--- config.mk ---
export PLATFORM = sky130hd
export DESIGN_NAME = fp_dot_accum
export DESIGN_NICKNAME = d
export VERILOG_FILES = /design/src/rtl/fp_dot_accum.sv
export SDC_FILE = /design/constraint.sdc
export NUM_CORES = 2
export LEC_CHECK = 0
export CORE_MARGIN = 5
export CORE_UTILIZATION = 30
export DETAILED_ROUTE_END_ITERATION = 10
export GPL_ROUTABILITY_DRIVEN = 0
export GPL_TIMING_DRIVEN = 0
export PLACE_DENSITY_LB_ADDON = 0.08
export SKIP_LAST_GASP = 1
export SLEW_MARGIN = 15
export SYNTH_ARGS = -nofsm -noshare
export SYNTH_HDL_FRONTEND = slang
export SYNTH_SLANG_ARGS = --single-unit
--- constraint.sdc ---
create_clock -name clk -period 14.1 [get_ports clk]
set_input_delay 2.82 -clock clk [delete_from_list [all_inputs] [get_ports clk]]
set_output_delay 2.82 -clock clk [all_outputs]
set_load 0.005 [all_outputs]
--- src/rtl/fp_dot_accum.sv ---
// -----------------------------------------------------------------------------
// fp_dot_accum
//
// Streaming fp32 dot-product engine. A start pulse in IDLE latches the vector
// length. The block then accepts that many operand pairs over a valid/ready
// stream and multiplies each pair in a MUL_STAGES-deep pipeline. Each product
// leaving the pipe is added into a running sum, and the final sum is held on a
// valid/ready result port until it is consumed.
//
// Arithmetic is a reduced fp32 subset:
//   - an exponent field of 0 is treated as zero (denormals flush to zero);
//   - products and sums are truncated, with no rounding;
//   - there is no NaN handling, so exponent 0xFF is an ordinary value.
//
// Optional feature: define FP_DOT_OVF_FLAG_EN to add the sticky `ovf` output.
//
// Parameters:
//   WIDTH       operand/result width; only 32 is legal
//   MUL_STAGES  multiplier pipeline depth (>= 1)
//   LEN_W       width of the vector-length input
//
// Ports:
//   clk        rising-edge clock
//   rst_n      synchronous active-low reset
//   start      begin a new dot product (sampled only in IDLE)
//   len        number of operand pairs, latched on an accepted start
//   busy       high in every state except IDLE
//   in_valid   operand pair valid
//   in_ready   operand pair accepted when in_valid && in_ready
//   a, b       fp32 operands
//   out_valid  result valid
//   out_ready  result consumed when out_valid && out_ready
//   result     fp32 accumulated sum
//   ovf        sticky overflow flag (FP_DOT_OVF_FLAG_EN only)
// -----------------------------------------------------------------------------
module fp_dot_accum #(
   parameter int WIDTH      = 32,
   parameter int MUL_STAGES = 2,
   parameter int LEN_W      = 8
) (
   input  logic             clk,
   input  logic             rst_n,
   input  logic             start,
   input  logic [LEN_W-1:0] len,
   output logic             busy,
   input  logic             in_valid,
   output logic             in_ready,
   input  logic [WIDTH-1:0] a,
   input  logic [WIDTH-1:0] b,
   output logic             out_valid,
   input  logic             out_ready,
   output logic [WIDTH-1:0] result
`ifdef FP_DOT_OVF_FLAG_EN
  ,output logic             ovf
`endif
);

   if (WIDTH != 32) begin : g_width_check
      $error("fp_dot_accum: WIDTH must be 32");
   end

   typedef enum logic [1:0] {IDLE, ACCUM, DRAIN, DONE} state_t;

   // The exponent sum is kept biased by an extra 127 so that all of the
   // arithmetic stays unsigned.
   function automatic logic [31:0] fp_mul(input logic [31:0] x, input logic [31:0] y);
      logic [47:0] p;
      logic [9:0]  e2;
      logic [9:0]  eb;
      logic [22:0] m;
      logic        s;
      s  = x[31] ^ y[31];
      p  = {1'b1, x[22:0]} * {1'b1, y[22:0]};
      e2 = {2'b00, x[30:23]} + {2'b00, y[30:23]} + {9'd0, p[47]};
      eb = e2 - 10'd127;
      m  = p[47] ? p[46:24] : p[45:23];
      if (x[30:23] == 8'd0 || y[30:23] == 8'd0) return 32'h0000_0000;
      if (e2 > 10'd381) return {s, 8'hFF, 23'd0};
      if (e2 < 10'd128) return {s, 31'd0};
      return {s, eb[7:0], m};
   endfunction

   // The operand with the larger magnitude supplies the sign and exponent.
   // The other operand is aligned into a 25-bit datapath (hidden bit,
   // 23 fraction bits, 1 guard bit), and the bits shifted out are dropped.
   function automatic logic [31:0] fp_add(input logic [31:0] x, input logic [31:0] y);
      logic [31:0] big;
      logic [31:0] sml;
      logic [7:0]  d;
      logic [24:0] mb;
      logic [24:0] ms;
      logic [25:0] sum;
      logic [8:0]  e;
      if (x[30:23] == 8'd0) return y;
      if (y[30:23] == 8'd0) return x;
      if (x[30:0] >= y[30:0]) begin
         big = x;
         sml = y;
      end else begin
         big = y;
         sml = x;
      end
      d  = big[30:23] - sml[30:23];
      mb = {1'b1, big[22:0], 1'b0};
      ms = {1'b1, sml[22:0], 1'b0} >> d;
      e  = {1'b0, big[30:23]};
      if (big[31] == sml[31]) begin
         sum = {1'b0, mb} + {1'b0, ms};
         if (sum[25]) begin
            sum = sum >> 1;
            e   = e + 9'd1;
         end
      end else begin
         sum = {1'b0, mb} - {1'b0, ms};
         if (sum == '0) return 32'h0000_0000;
         // Only a single left-shift step is applied.
         if (!sum[24]) begin
            sum = sum << 1;
            e   = e - 9'd1;
         end
      end
      if (e >= 9'd255) return {big[31], 8'hFF, 23'd0};
      return {big[31], e[7:0], sum[23:1]};
   endfunction

   state_t                  state, state_nxt;
   logic [LEN_W-1:0]        len_q;
   logic [LEN_W-1:0]        issued;
   logic [LEN_W-1:0]        retired;
   logic [WIDTH-1:0]        acc;
   logic [WIDTH-1:0]        pipe_data [MUL_STAGES];
   logic [MUL_STAGES-1:0]   pipe_vld;
   logic                    accept;
   logic                    start_hs;
   logic                    retire;
   logic [WIDTH-1:0]        prod;
   logic [WIDTH-1:0]        sum_next;

   assign accept   = in_valid && in_ready;
   assign start_hs = (state == IDLE) && start;
   assign retire   = pipe_vld[MUL_STAGES-1];
   assign prod     = pipe_data[MUL_STAGES-1];
   assign sum_next = fp_add(acc, prod);
   assign result   = acc;

   // NOTE: sequential state uses non-blocking assignments so that every
   // register samples the values from before the edge.
   always_ff @(posedge clk) begin
      if (!rst_n) state <= IDLE;
      else        state <= state_nxt;
   end

   // NOTE: every output of this block gets a default first, so no path can
   // leave a value unassigned and infer a latch.
   always_comb begin
      state_nxt = state;
      busy      = (state != IDLE);
      in_ready  = 1'b0;
      out_valid = 1'b0;
      unique case (state)
         IDLE: begin
            if (start) state_nxt = (len != '0) ? ACCUM : DONE;
         end
         ACCUM: begin
            in_ready = (issued < len_q);
            if (accept && (issued + LEN_W'(1) == len_q)) state_nxt = DRAIN;
         end
         DRAIN: begin
            if (retired == len_q) state_nxt = DONE;
         end
         DONE: begin
            out_valid = 1'b1;
            if (out_ready) state_nxt = IDLE;
         end
         default: state_nxt = IDLE;
      endcase
   end

   // NOTE: the payload stages are not reset. Only the valid bits have to be
   // cleared, because a product is never used unless its valid bit is set.
   always_ff @(posedge clk) begin
      pipe_data[0] <= fp_mul(a, b);
      for (int i = 1; i < MUL_STAGES; i++) pipe_data[i] <= pipe_data[i-1];
   end

   // The pipe never stalls: a result cannot be presented while products
   // are still in flight.
   always_ff @(posedge clk) begin
      if (!rst_n) begin
         pipe_vld <= '0;
      end else begin
         pipe_vld[0] <= accept;
         for (int i = 1; i < MUL_STAGES; i++) pipe_vld[i] <= pipe_vld[i-1];
      end
   end

   always_ff @(posedge clk) begin
      if (!rst_n) begin
         len_q   <= '0;
         issued  <= '0;
         retired <= '0;
         acc     <= '0;
      end else if (start_hs) begin
         len_q   <= len;
         issued  <= '0;
         retired <= '0;
         acc     <= '0;
      end else begin
         if (accept) issued <= issued + LEN_W'(1);
         if (retire) begin
            acc     <= sum_next;
            retired <= retired + LEN_W'(1);
         end
      end
   end

`ifdef FP_DOT_OVF_FLAG_EN
   always_ff @(posedge clk) begin
      if (!rst_n)        ovf <= 1'b0;
      else if (start_hs) ovf <= 1'b0;
      else if (retire && (prod[30:23] == 8'hFF || sum_next[30:23] == 8'hFF))
                         ovf <= 1'b1;
   end
`endif

endmodule

==> results_dict.tcl <==
set metrics [dict create \
    synth_ff_type "dfxtp_1" \
    async_flop_share_pct 0 \
    hold_slack_ns 0.315 \
    critPathBufInv 10 \
    period_share_pct 96.0 \
    synth.cell_area_um2 30000 \
    clockBufferDepth 2 \
    synthCells 3630 \
    finalWirelength_um 112000 \
    cpLargestDelayFamily "adder cells" \
    ys_warn_count 0 \
    grt_pass1_wl_um 170000 \
    cts_sinks 124 \
    io_buffers 110 \
    crit_top_cell "fa_1" \
    slowest_stage "fa_1" \
    synthSimpleGateAreaFrac_pct 18.5 \
    antenna_found_initial 6 \
    worstSetupPathType "in -> reg" \
    avgSynthCellArea_um2 8.26 \
    synth_compound_area_share_pct 12.0 \
    layout.nets 4598 \
    drive_gt1_share_pct 6.12 \
    dr_total_vias 25070 \
    seq_area_frac_synth_pct 8.28 \
    yosysUniqueCellTypes 93 \
    finalSetupViolCount 0 \
    hold_start "pipe_data[0][6]" \
    track_usage_pct 21.0 \
    worstMarginPinSlew_ns 1.04 \
    placed_area_um2 32700 \
    fin_crit_ns 13.53 \
    drc 0 \
    worst_ep_required_time_ns 14.48 \
    cts_tree "yes" \
    crit_path_max_fanout 10 \
    fmax_mhz 73.9 \
    dieArea_um2 106000 \
    avgViaCountPerCell 4.94 \
    drt-initial-drc-count 1589 \
    grt_remaining_overflow 0 \
    fin_util_pct 33.9 \
    rr_startpoint "pipe_data[0][54]" \
    syn_nets 4467 \
    htree_levels 4 \
    hold_path_class "reg -> reg" \
    cp-startpoint "b[10]" \
    synth_top_family_by_area "adder cells" \
    worstPathArrival_ns 13.91 \
    cts_made_buffers 17 \
    wl_per_cell_um 22.1 \
    fin_area_um2 33800 \
    finalMaxSlewViolations 0 \
    synth-xor-area-share_pct 3.30 \
    rsz0062_at_grt "yes" \
    grt_max_degree 17 \
    dpl.hpwl_um 94800 \
    drv_cap 0 \
    timing.setup.tns_ns 0 \
    io_pins 112 \
    path_clk_slew_ns 0.06 \
    grt_pass1_vias 26193 \
    synth-edff-count 0 \
    cpPeakStageDelay_ns 0.58 \
    die_h_um 326 \
    start_kind "input port" \
    relSlewSlack_pct 30.3 \
    synthAdderAreaFrac_pct 43.9 \
    synth_seq_cells 124 \
    hold_viol 0 \
    areaGrowthSynthToFinish_pct 12.6 \
    cp-end-kind "flip-flop" \
    first_pass_iters 5 \
    cts_root_buffer "clkbuf_16" \
    fp-row-count 116 \
    finalClockSkew_ns 0.0112 \
    die_x_um 326 \
    drt.antenna.violating_nets 0 \
    status "completed" \
    start_util_pct 30.1 \
    core_um2 99700 \
    muxShareOfSynthArea_pct 3.36 \
    clkLatencyLatePin_ns 0.44 \
]
## stage by stage
stage	std cells	setup slack [ns]
floorplan	3630	0.946
global placement	5038	-3.89
detailed placement	5038	-3.81
CTS	5072	0.0325
global route	5072	-0.0126
finish	5073	0.566
## sequential cells by signal, indices dropped and copies added (netlist names), named ones only
| register | flops |
|---|---|
| len_q | 8 |
| pipe_vld | 2 |
| state | 2 |
| issued | 8 |
| pipe_data | 64 |
| result | 31 |
| retired | 8 |
## per-layer routing
metal | GRT usage [%] | wire [um] | vias up
met5 | 0 | 10 | -
met4 | 4.43 | 2630 | 2
met3 | 2.63 | 5680 | 113
met2 | 35.5 | 52800 | 681
met1 | 29.0 | 51000 | 12463
li1 | - | - | 11811
## cells in the final DEF (no fill, tap or decap), types with 34 or more instances in the layout
| cell type | instances |
|---|---|
| mux2i_1 | 86 |
| nor2_1 | 161 |
| and2_1 | 225 |
| clkbuf_1 | 72 |
| dfxtp_1 | 124 |
| fa_1 | 485 |
| clkdlybuf4s50_1 | 70 |
| xnor2_1 | 74 |
| ha_1 | 275 |
| a21oi_1 | 157 |
| xor2_1 | 36 |
| nand2_1 | 519 |
| nand3_1 | 52 |
| clkbuf_2 | 34 |
| o21ai_0 | 107 |
| a21o_1 | 34 |
| inv_1 | 644 |
## worst paths after layout
path,end,slack [ns],depth (start not counted)
setup / recovery,pipe_data[0][22],0.57,47
hold / removal,pipe_data[0][38],0.32,0
setup reg to reg,result[3],0.64,44
hold reg to reg,pipe_data[0][38],0.32,0
## what timing repair did
action                     4_1_cts  5_1_grt
pin swaps                        4        2
setup buffers                    3        1
cloned                           0        0
setup endpoints to repair       55       61
gates resized for setup        199      118
hold buffers                     0        0
## cells by family after synthesis
kind of cell / Yosys count
buffers and inverters: 834
AND/OR/NAND/NOR: 1162
XOR/XNOR: 113
flip-flops: 124
adder cells (fa/ha/maj): 760
AO/OA/AOI/OAI: 543
multiplexers: 94
## Yosys cell counts, drive strengths merged (13+ instances only)
cell type	count	area, um2
inv	645	2420
nand2	522	1970
fa	485	9710
ha	275	3440
and2	225	1410
nor2	164	621
clkbuf	162	608
a21oi	161	810
dfxtp	124	2480
o21ai	111	556
mux2i	86	861
xnor2	76	666
nand3	54	280
xor2	37	324
a21o	35	263
nor3	35	180
o22ai	28	175
a22oi	27	203
nand4	27	181
nor2b	27	169
buf	25	164
a211oi	23	173
and3	23	149
a31oi	22	144
nor4	22	159
nand2b	20	125
o21a	14	105
a21boi	13	97.6
or2	13	83.8
## area by class of cell
type | count | area, um2
inverter | 647 | 2430
fill | 10694 | 65900
clock buffer | 17 | 425
timing repair buffer | 114 | 1110
clock inverter | 15 | 144
buffer | 185 | 1120
multi-input combinational | 2672 | 24400
antenna | 1 | 2.50
tap | 1298 | 1620
sequential | 124 | 2480
## worst register-to-register path: cells and delay by family (launching register included)
family                     cells  cell delay (ns)
and+or+nand+nor               14             3.87
buffers and inverters         11             3.75
AOI/OAI and AO/OA             14             3.44
adders and majority gates      3             1.17
DFF                            1             0.59
muxes                          1             0.37
xor gates and xnor gates       1             0.16
Power is not shown: default switching activity piles up to over one toggle a cycle in this logic, so the estimate is an artifact.
